===== src/rtl/gecko_load_return.sv =====
// Memory-return stage: queues load descriptors, pairs them with in-order memory
// responses, and formats the returned word into a registered writeback result.
module gecko_load_return #(
   parameter int DEPTH = 4
) (
   input  logic                     clk,
   input  logic                     rst,
   input  logic                     op_valid,
   output logic                     op_ready,
   input  logic [4:0]               op_addr,
   input  logic [2:0]               op_funct3,
   input  logic [1:0]               op_offset,
   input  logic                     op_speculative,
   input  logic                     resp_valid,
   output logic                     resp_ready,
   input  logic [31:0]              resp_data,
   output logic                     wb_valid,
   input  logic                     wb_ready,
   output logic [31:0]              wb_value,
   output logic [4:0]               wb_addr,
   output logic                     wb_speculative,
   output logic [$clog2(DEPTH):0]   outstanding,
   output logic                     error
);

   localparam int PW = $clog2(DEPTH);
   localparam int CW = PW + 1;
   localparam logic [CW-1:0] FULL_CNT = CW'(DEPTH);
   localparam logic [PW-1:0] PTR_ONE  = PW'(1);
   localparam logic [CW-1:0] CNT_ONE  = CW'(1);

   typedef struct packed {
      logic [4:0] addr;
      logic [2:0] funct3;
      logic [1:0] offset;
      logic       spec;
   } desc_t;

   // Byte/halfword select plus sign/zero extension of a returned word.
   function automatic logic [31:0] format_load(input logic [31:0] data,
                                               input logic [1:0]  off,
                                               input logic [2:0]  f3);
      logic [7:0]  b;
      logic [15:0] h;
      logic [31:0] res;
      case (off)
         2'd0:    b = data[7:0];
         2'd1:    b = data[15:8];
         2'd2:    b = data[23:16];
         default: b = data[31:24];
      endcase
      h = off[1] ? data[31:16] : data[15:0];
      case (f3)
         3'd0:    res = {{24{b[7]}}, b};
         3'd4:    res = {24'd0, b};
         3'd1:    res = {{16{h[15]}}, h};
         3'd5:    res = {16'd0, h};
         default: res = data;
      endcase
      return res;
   endfunction

   desc_t            fifo_q [DEPTH];
   logic [PW-1:0]    wr_ptr_q, wr_ptr_d;
   logic [PW-1:0]    rd_ptr_q, rd_ptr_d;
   logic [CW-1:0]    count_q, count_d;
   logic             wb_valid_q, wb_valid_d;
   logic [31:0]      wb_value_q, wb_value_d;
   logic [4:0]       wb_addr_q, wb_addr_d;
   logic             wb_spec_q, wb_spec_d;
   logic             error_q, error_d;
   logic             out_free_s, push_s, pop_s;
   desc_t            head_s, desc_in_s;

   assign head_s    = fifo_q[rd_ptr_q];
   assign desc_in_s = '{addr: op_addr, funct3: op_funct3, offset: op_offset, spec: op_speculative};

   always_comb begin
      out_free_s = !wb_valid_q || wb_ready;
      op_ready   = (count_q != FULL_CNT);
      resp_ready = (count_q != {CW{1'b0}}) && out_free_s;
      push_s     = op_valid && op_ready;
      pop_s      = resp_valid && resp_ready;

      wr_ptr_d   = wr_ptr_q;
      rd_ptr_d   = rd_ptr_q;
      count_d    = count_q;
      wb_valid_d = wb_valid_q;
      wb_value_d = wb_value_q;
      wb_addr_d  = wb_addr_q;
      wb_spec_d  = wb_spec_q;
      error_d    = error_q;

      if (push_s) begin
         wr_ptr_d = wr_ptr_q + PTR_ONE;
      end else begin
         wr_ptr_d = wr_ptr_q;
      end
      if (pop_s) begin
         rd_ptr_d = rd_ptr_q + PTR_ONE;
      end else begin
         rd_ptr_d = rd_ptr_q;
      end
      if (push_s && !pop_s) begin
         count_d = count_q + CNT_ONE;
      end else if (pop_s && !push_s) begin
         count_d = count_q - CNT_ONE;
      end else begin
         count_d = count_q;
      end

      // A new response reloads the output; otherwise a consumed result retires.
      if (pop_s) begin
         wb_valid_d = 1'b1;
         wb_value_d = format_load(resp_data, head_s.offset, head_s.funct3);
         wb_addr_d  = head_s.addr;
         wb_spec_d  = head_s.spec;
      end else if (wb_valid_q && wb_ready) begin
         wb_valid_d = 1'b0;
      end else begin
         wb_valid_d = wb_valid_q;
      end

      // Stalled-output cycles must not flag an orphan response.
      if (resp_valid && (count_q == {CW{1'b0}}) && out_free_s) begin
         error_d = 1'b1;
      end else begin
         error_d = error_q;
      end
   end

   // Descriptor storage, written only on an accepted push.
   always_ff @(posedge clk) begin
      if (push_s) begin
         fifo_q[wr_ptr_q] <= desc_in_s;
      end
   end

   // Control and output registers with synchronous reset.
   always_ff @(posedge clk) begin
      if (rst) begin
         wr_ptr_q   <= {PW{1'b0}};
         rd_ptr_q   <= {PW{1'b0}};
         count_q    <= {CW{1'b0}};
         wb_valid_q <= 1'b0;
         wb_value_q <= 32'd0;
         wb_addr_q  <= 5'd0;
         wb_spec_q  <= 1'b0;
         error_q    <= 1'b0;
      end else begin
         wr_ptr_q   <= wr_ptr_d;
         rd_ptr_q   <= rd_ptr_d;
         count_q    <= count_d;
         wb_valid_q <= wb_valid_d;
         wb_value_q <= wb_value_d;
         wb_addr_q  <= wb_addr_d;
         wb_spec_q  <= wb_spec_d;
         error_q    <= error_d;
      end
   end

   assign wb_valid       = wb_valid_q;
   assign wb_value       = wb_value_q;
   assign wb_addr        = wb_addr_q;
   assign wb_speculative = wb_spec_q;
   assign outstanding    = count_q;
   assign error          = error_q;

endmodule


===== config.mk =====
export PLATFORM = sky130hd
export DESIGN_NAME = gecko_load_return
export DESIGN_NICKNAME = d
export VERILOG_FILES = /design/src/rtl/gecko_load_return.sv
export SDC_FILE = /design/constraint.sdc
export NUM_CORES = 1
export LEC_CHECK = 0
export CAP_MARGIN = 20
export CORE_ASPECT_RATIO = 1.1
export CORE_MARGIN = 4
export CORE_UTILIZATION = 53
export CTS_BUF_LIST = sky130_fd_sc_hd__clkbuf_16
export CTS_CLUSTER_SIZE = 30
export DETAILED_ROUTE_END_ITERATION = 12
export PLACE_DENSITY = 0.84
export SYNTH_ARGS = -nofsm -noshare
export SYNTH_HDL_FRONTEND = slang
export SYNTH_SLANG_ARGS = --single-unit

===== constraint.sdc =====
create_clock -name clk -period 4.4 [get_ports clk]
set_input_delay 1.1 -clock clk [delete_from_list [all_inputs] [get_ports clk]]
set_output_delay 1.1 -clock clk [all_outputs]
set_load 0.02 [all_outputs]

==> Word level (Yosys, flattened, before mapping) <==
Memory sizes are Yosys's and may differ from the RTL's. A register that Yosys moved wholly into a read port is not among the register bits.
Cells that the tools add are included.
{ "classes": {"n_addsub": 4, "n_eq_ne": 6, "muxes": 11, "reduce_logical": 18} }
{ "op_table": {"columns": ["cell", "n"], "rows": [
  ["one-hot mux 32 bit (4 select lines)", 1],
  ["one-hot mux 8 bit (3 select lines)", 1],
  ["2-to-1 mux 16 bit", 1],
  ["logical AND 1 bit", 8],
  ["== test 3 bit, second input constant", 2],
  ["zero test 3 bit", 2],
  ["2-to-1 mux 3 bit", 2],
  ["adder 2 x 1 -> 2 bit, second input constant", 2],
  ["2-to-1 mux 1 bit", 4],
  ["2-to-1 mux 2 bit", 2],
  ["nonzero test 2 bit", 2],
  ["adder 3 x 1 -> 3 bit, second input constant", 1],
  ["== test 3 x 1 -> 1 bit, second input constant", 1],
  ["zero test 1 bit", 3],
  ["inequality test 3 bit, second input constant", 1],
  ["nonzero test 3 bit", 1],
  ["subtractor 3 x 1 -> 3 bit, second input constant", 1],
  ["== test 2 x 1 -> 1 bit, second input constant", 1],
  ["== test 2 bit, second input constant", 1],
  ["zero test 2 bit", 1],
  ["logical OR 1 bit", 1]
]} }
{ "totals": {"register_bits": 47, "mem_bits_rw": 44, "inputBits": 48, "output_inout_bits": 45, "word_cells": 48, "mem_count": 1} }
{ "mem_list": {"columns": ["name", "words", "word_bits", "rd", "rd_clocked_by_memory_dff", "wr", "line", "rtl"], "rows": [
  ["fifo_q", 4, 11, 1, 1, 1, "63", "desc_t fifo_q [DEPTH];"]
]} }

==> Longest topological paths before layout <==
Gate-level depths: netlist (run 1).
{ "logic_depth": {"depth_word": 7, "depth_mapped": 10, "ltp_nobuf": 9} }

==> Worst setup path before layout (run 1) <==
OpenSTA, ideal clock, no wires.
{ "synth_path": {"path_kind": "input to register", "startpoint": "input port wb_ready", "endpoint": "register count_q[2] (netlist: outstanding[2])", "t_arrival_ps": 3075, "required_time_ps": 4330, "path_slack_ps": 1254, "cell_stages": 10, "n_path_buf": 1, "path_cell_list": "nor2b_1 -> nor3_2 -> inv_1 -> clkbuf_1 -> ha_1 -> inv_1 -> fa_1 -> xor2_1 -> or3_1 -> a21oi_1"} }
{ "synth_via": {"elab_chain_cells": 6, "word_cells_on_any_way": 8, "cone_classes": "1 x mux; 7 x reduce/logical"} }
{ "synth_rtl": {"columns": ["element", "line", "rtl"], "rows": [
  ["from (decl)", "18", "input logic wb_ready,"],
  ["logical OR 1 bit (*)", "79", "out_free_s = !wb_valid_q || wb_ready;"],
  ["logical AND 1 bit (*)", "81", "resp_ready = (count_q != {CW{1'b0}}) && out_free_s;"],
  ["logical AND 1 bit (*)", "83", "pop_s = resp_valid && resp_ready;"],
  ["zero test 1 bit", "104", "if (push_s && !pop_s) begin"],
  ["logical AND 1 bit", "104", null],
  ["2-to-1 mux 3 bit or nonzero test 2 bit (tied branches)", null, null],
  ["to (signal assigned)", "144", "count_q <= {CW{1'b0}};"],
  ["to (signal assigned)", "153", "count_q <= count_d;"],
  ["to (decl)", "66", "logic [CW-1:0] count_q, count_d;"]
]} }
Mark *: on every way between the ends. The rest lies on a longest branch, timed or not.
A chain may end at the register's enable or synchronous reset.

==> Worst setup path after layout (run 1) <==
{ "layout_path": {"startpoint": "input port wb_ready", "endpoint": "output port resp_ready"} }
{ "layout_via": {"elab_chain_cells": 2} }
{ "layout_rtl": {"columns": ["element", "line", "rtl"], "rows": [
  ["logical OR 1 bit", "79", null],
  ["logical AND 1 bit", "81", null],
  ["to (decl)", "15", "output logic resp_ready,"]
]} }
No other way between the ends.

==> results of run 1 <==
==> layout make-up <==
| class | count | area, µm² |
|---|---|---|
| clock buffers | 9 | 225 |
| clock inverters | 7 | 71.3 |
| fillers | 480 | 1920 |
| inverters | 8 | 30.0 |
| multi-input cells | 206 | 1490 |
| flip-flops and latches | 93 | 2300 |
| well taps | 85 | 106 |
| repair buffers | 95 | 943 |
==> registers in the layout (all words and copies together), names as in the netlist, named ones only <==
| register | cells |
|---|---|
| fifo_q | 44 |
| wb_addr | 5 |
| wb_speculative | 1 |
| wr_ptr_q | 2 |
| rd_ptr_q | 2 |
| wb_valid | 1 |
| outstanding | 3 |
| wb_value | 32 |
| error | 1 |
==> path summary, 6_finish.rpt <==
path                    start      endpoint  slack (ns)
setup / recovery     wb_ready    resp_ready        0.88
hold / removal    wb_value[3]   wb_value[3]        0.46
setup reg to reg         flop  wb_value[30]        1.64
hold reg to reg   wb_value[3]   wb_value[3]        0.46
==> synth_stat cells (2+ instances only) <==
library cell / count
mux2_2: 9
o22ai_1: 5
mux2i_1: 4
mux4_2: 5
nand2b_1: 3
nand3_1: 3
mux2i_2: 2
a211oi_1: 25
a22oi_1: 8
nor2_1: 44
xor2_1: 3
a21oi_1: 10
o21ai_0: 6
and3_1: 4
nand2_1: 37
xnor2_1: 2
mux4_1: 6
nor2b_1: 2
ha_1: 5
buf_6: 2
dfxtp_1: 49
o31ai_1: 4
clkbuf_1: 13
nor2_2: 2
edfxtp_1: 44
inv_1: 8
==> kinds of logic after synthesis <==
group           count (synthesis)  synth area share [%]
mux                            26                  11.3
compound gates                 63                  11.4
fa+ha+maj                       6                  2.12
buf+inv                        26                  3.01
xor+xnor                        5                  1.12
simple gates                  106                  12.1
flops                          93                  59.0
==> power by group through the flow <==
stage	logic, µW	clock network, µW	registers [µW]
6_report	1350	769	1240
5_1_grt	1450	811	1270
4_1_cts	1350	776	1250
3_5_place_dp	1340	0	1260
3_3_place_gp	1300	0	1250
2_1_floorplan	710	0	1380
==> critical path, stage by stage <==
cell and delay, ns:
clkdlybuf4s50_1 0.41, nor2b_1 0.29, nor2_1 0.07, clkdlybuf4s50_1 0.56
==> metal layers <==
layer | track usage (%) | vias up
li1 | - | 1370
met4 | 9.20 | 0
met1 | 26.7 | 1380
met5 | 0 | -
met2 | 39.2 | 115
met3 | 4.31 | 19
==> placed cells by master (no fill, tap or decap), types with 3 or more instances in the layout <==
| cell type | count |
|---|---|
| buf_4 | 3 |
| mux2_2 | 9 |
| o22ai_1 | 5 |
| ha_1 | 5 |
| and3_1 | 4 |
| mux4_2 | 5 |
| mux4_1 | 6 |
| a211oi_1 | 25 |
| mux2i_1 | 4 |
| nand2_1 | 37 |
| clkbuf_16 | 9 |
| a22oi_1 | 8 |
| nand2b_1 | 3 |
| nand3_1 | 3 |
| clkdlybuf4s50_1 | 92 |
| a21oi_1 | 10 |
| dfxtp_1 | 49 |
| o21ai_0 | 6 |
| edfxtp_1 | 44 |
| xor2_1 | 3 |
| nor2_1 | 44 |
| o31ai_1 | 4 |
| inv_1 | 8 |
==> stage by stage <==
stage               util, %  hold slack [ns]  cell area, µm²  setup slack (ns)  cells
CTS                    72.9            0.462            5170             0.866    503
global placement       68.8            0.440            4870             0.911    487
finish                 72.9            0.462            5170             0.876    503
global route           72.9            0.490            5170             0.778    503
floorplan                 -            0.485            3900              1.25    325
detailed placement     68.8            0.450            4870             0.861    487
==> impl_results.md, run 1 <==
* Status: completed
* Area leader, netlist: edfxtp_1
* Hold depth at 2
* Die Y at 98.0 µm
* Max Fclk at 284 MHz
* Initial antenna violation count at 0
* Die area at 8800 µm²
* Largest net degree at the start of global routing at 44
* Synth Flop Type: dfxtp_1
* Core ar. at 7090 µm²
* CTS Hold Buffers Added at 0
* Sequential share of the synthesized area at 59.0%
* DR WL met2 at 4740 µm
* Relative slew slack at 54.0%
* Setup Skew at 0.00579 ns
* Worst-margin pin slew at 0.688 ns
* Asr flop ratio synth at 0%
* RSZ-0062 raised after global routing: false
* Avg Cell Area, Syn at 12.0 µm²
* Routed Wire Length at 9370 µm
* Slew Limit Fails at 0
* Placer Congestion at 0.837
* Setup crit start kind: input port
* Most area-consuming cells after synthesis: edfxtp_1 (34%), dfxtp_1 (25%), a211oi_1 (4.8%)
* Post-CTS Resized at 0
* TritonCTS clock tree: done
* Post-synthesis cell count at 325
* Synth unique cells at 46
* Via count at 2884
* Port buffer count at 92
* Htree depth at 3
* DRC viols at 0
* DP HPWL at 6370 µm
* Post-synth top area share at 33.8%
* Syn nets at 379
* Final min period at 3.52 ns
* Postcts setup bufs at 0
* Power density over cell area at 650 nW/µm²
* DR vias/cell at 5.73
* Top routing layer used: met4
* FP Rows at 32
* Final net count at 467
* Final hold vios at 0
* Sw Share at 35.6%
* Ports at 93
* Combinational power share at 40.1%
* Layout cells sized above 1 at 10.5%
* Synthesized cell area at 3900 µm²
* Number of global-route vias before repair at 2997
* CP arrival at 2.42 ns
* Wirelength per Cell at 18.6 µm
* Cells on worst reg2reg path at 5
* Initial Util at 55.1%
* 1st-iter DRT viols at 163
* Max Cap Viol at 0
* Met3 wire length at 552 µm
* Met1 Wirelength at 3850 µm
* P_sw at 1200 µW
* Global route total overflow at 0
* Final setup violation count at 0
* Gr usage total at 22.2%
* DR pass1 iterations at 5
* Synth warnings at 0
* Number of synthesized flops with an enable pin at 44
* Global-route wire length before repair at 15300 µm
* Yosys reg bits at 93
* CP Data Required Time at 3.30 ns
* Clock root cell: clkbuf_16
* Int Pwr at 2160 µW
* CTS Sinks at 93
* Diode count at 0
* Setup CP Type: in -> out
* Leakage at 0.00183 µW
* Worst-Skew Late Latency at 0.34 ns
* Die X-Extent at 89.8 µm
* CTS Buf Count at 9
* Max IR drop VDD at 419 µV
* Critical path peak fanout at 3
* Total power at 3360 µW
* Antenna Nets Post-Route at 0
* Clk slew on worst S/H paths at 0.07 ns
* Setup TNS at 0 ns
* Clock buffer depth at 2
* Clock power frac at 22.9%
* Hold Crit Class: reg -> reg
* Area Overhead vs Synth at 32.4%
* Crit end category: primary output
* Flop pwr share at 37.0%
* Post-route clock period utilization at 80.1%
(Power assumes the default switching activity.)
==> inputs of run 2 (changes only) <==
CORE_UTILIZATION = 45   (was 53)
PLACE_DENSITY = 0.76   (was 0.84)
clock period = 2.83 ns   (was 4.4 ns; I/O delays follow)
==> impl_results.md, run 2 (synthesized netlist as in run 1, its figures left out) <==
* Setup Skew at 0.00560 ns (-0.000190 ns)
* Initial Util at 46.4% (-8.7 points)
* Global-route wire length before repair at 14900 µm (-2.3%)
* DRC viols at 0 (unchanged)
* TritonCTS clock tree: done
* Final hold vios at 0 (unchanged)
* Post-CTS Resized at 0 (unchanged)
* Power density over cell area at 994 nW/µm² (+53%)
* RSZ-0062 raised after global routing: false
* Final setup violation count at 0 (unchanged)
* Largest register FFs at 44 (unchanged)
* Core ar. at 8410 µm² (+19%)
* Layout cells sized above 1 at 11.8% (+1.3 points)
* Critical path peak fanout at 3 (unchanged)
* Gr usage total at 18.7% (-3.5 points)
* Clock buffer depth at 2 (unchanged)
* CTS Buf Count at 9 (unchanged)
* Antenna Nets Post-Route at 0 (unchanged)
* FP Rows at 35 (+9.4%)
* Commonest non-fill, non-tap cell in the layout: clkdlybuf4s50_1
* Setup CP Type: in -> out
* Max Cap Viol at 0 (unchanged)
* Wirelength per Cell at 17.5 µm (-6.1%)
* Placement Setup Slack at -0.0835 ns (-0.945 ns)
* Cells on worst reg2reg path at 9 (+4)
* Status: completed
* Port buffer count at 92 (unchanged)
* Number of global-route vias before repair at 2880 (-3.9%)
* Routed Wire Length at 9360 µm (about the same)
* CP Data Required Time at 2.12 ns (-1.18 ns)
* Final min period at 2.73 ns
* Global route total overflow at 0 (unchanged)
* Ports at 93 (unchanged)
* Slew Limit Fails at 0 (unchanged)
* Crit end category: primary output
* Area Overhead vs Synth at 34.1%
* Largest net degree at the start of global routing at 44 (unchanged)
* Htree depth at 3 (unchanged)
* Placer Congestion at 0.824 (-1.5%)
* Clock root cell: clkbuf_16
* Via count at 2884 (unchanged)
* CTS Hold Buffers Added at 0 (unchanged)
* Initial antenna violation count at 0 (unchanged)
* Relative slew slack at 58.1% (+4.1 points)
* Post-route clock period utilization at 96.3%
* DR WL met2 at 4580 µm (-3.5%)
* Largest Register: fifo_q
* Most frequent cells in the layout: clkdlybuf4s50_1 (92), dfxtp_1 (49), nor2_1 (44), edfxtp_1 (44), nand2_1 (37)
* DR pass1 iterations at 5 (unchanged)
* Total power at 5200 µW (+55%)
* Die area at 10200 µm² (+16%)
* Diode count at 0 (unchanged)
* Fin worst setup slack at 0.104 ns (-0.772 ns)
* 1st-iter DRT viols at 117 (-28%)
* Clk slew on worst S/H paths at 0.06 ns (about the same)
* CP arrival at 2.02 ns (-0.40 ns)
* Die X-Extent at 96.8 µm (+7.8%)
* Top routing layer used: met4
* Max Fclk at 367 MHz
* Met1 Wirelength at 3980 µm (+3.2%)
* DR vias/cell at 5.39 (-6.0%)
* Worst-Skew Late Latency at 0.34 ns (about the same)
* CTS Sinks at 93 (unchanged)
* Hold depth at 2 (unchanged)
* Hold Crit Class: reg -> reg
* Final net count at 473 (+1.3%)
* Setup crit start kind: input port
* Leakage at 0.00187 µW (+2.0%)
* Die Y at 106 µm (+7.8%)
* DP HPWL at 6620 µm (+3.9%)
* Worst-margin pin slew at 0.628 ns (-0.0603 ns)
* Met3 wire length at 621 µm (+13%)
* Postcts setup bufs at 0 (unchanged)
* Max IR drop VDD at 447 µV (+6.8%)
==> run 2: layout make-up <==
| class | instances | area, µm² |
|---|---|---|
| well taps | 111 | 139 |
| repair buffers | 101 | 988 |
| clock buffers | 10 | 250 |
| multi-input cells | 206 | 1490 |
| fillers | 682 | 3170 |
| inverters | 8 | 30.0 |
| clock inverters | 6 | 35.0 |
| flip-flops and latches | 93 | 2300 |
==> run 2: worst max-delay path, cell delays in order <==
cell and delay, ns:
clkdlybuf4s50_1 0.41, nor2b_1 0.26, nor2_1 0.07, clkdlybuf4s50_1 0.57
==> run 2: final timing paths <==
path,startpoint,to,slack (ns)
worst max register to register,outstanding[0],outstanding[2],0.41
worst min-delay path,wb_value[4],wb_value[4],0.46
worst max-delay path,wb_ready,resp_ready,0.10
worst min register to register,wb_value[4],wb_value[4],0.46
==> run 2: stage by stage <==
step | util (%) | hold WS, ns | TNS (ns) | instance area, µm² | cells
after floorplan | - | 0.485 | 0 | 3900 | 325
after global placement | 58.9 | 0.444 | 0 | 4950 | 519
after detailed placement | 58.9 | 0.449 | -0.0835 | 4950 | 519
after CTS | 62.3 | 0.461 | 0 | 5240 | 535
after global routing | 62.3 | 0.475 | 0 | 5240 | 535
final | 62.3 | 0.461 | 0 | 5240 | 535
==> run 2: layer usage <==
metal,global-route usage (%),vias to the layer above
li1,-,1381
met1,23.1,1381
met2,31.3,107
met3,4.83,15
met4,7.52,0
met5,0,-
==> run 2: where the power goes <==
| group | total (µW) | switching (µW) | internal (µW) | leakage (µW) |
|---|---|---|---|---|
| Sequential | 1900 | 179 | 1730 | 0.000806 |
| Clock | 1140 | 497 | 645 | 0.000146 |
| Combinational | 2150 | 1170 | 989 | 0.000917 |
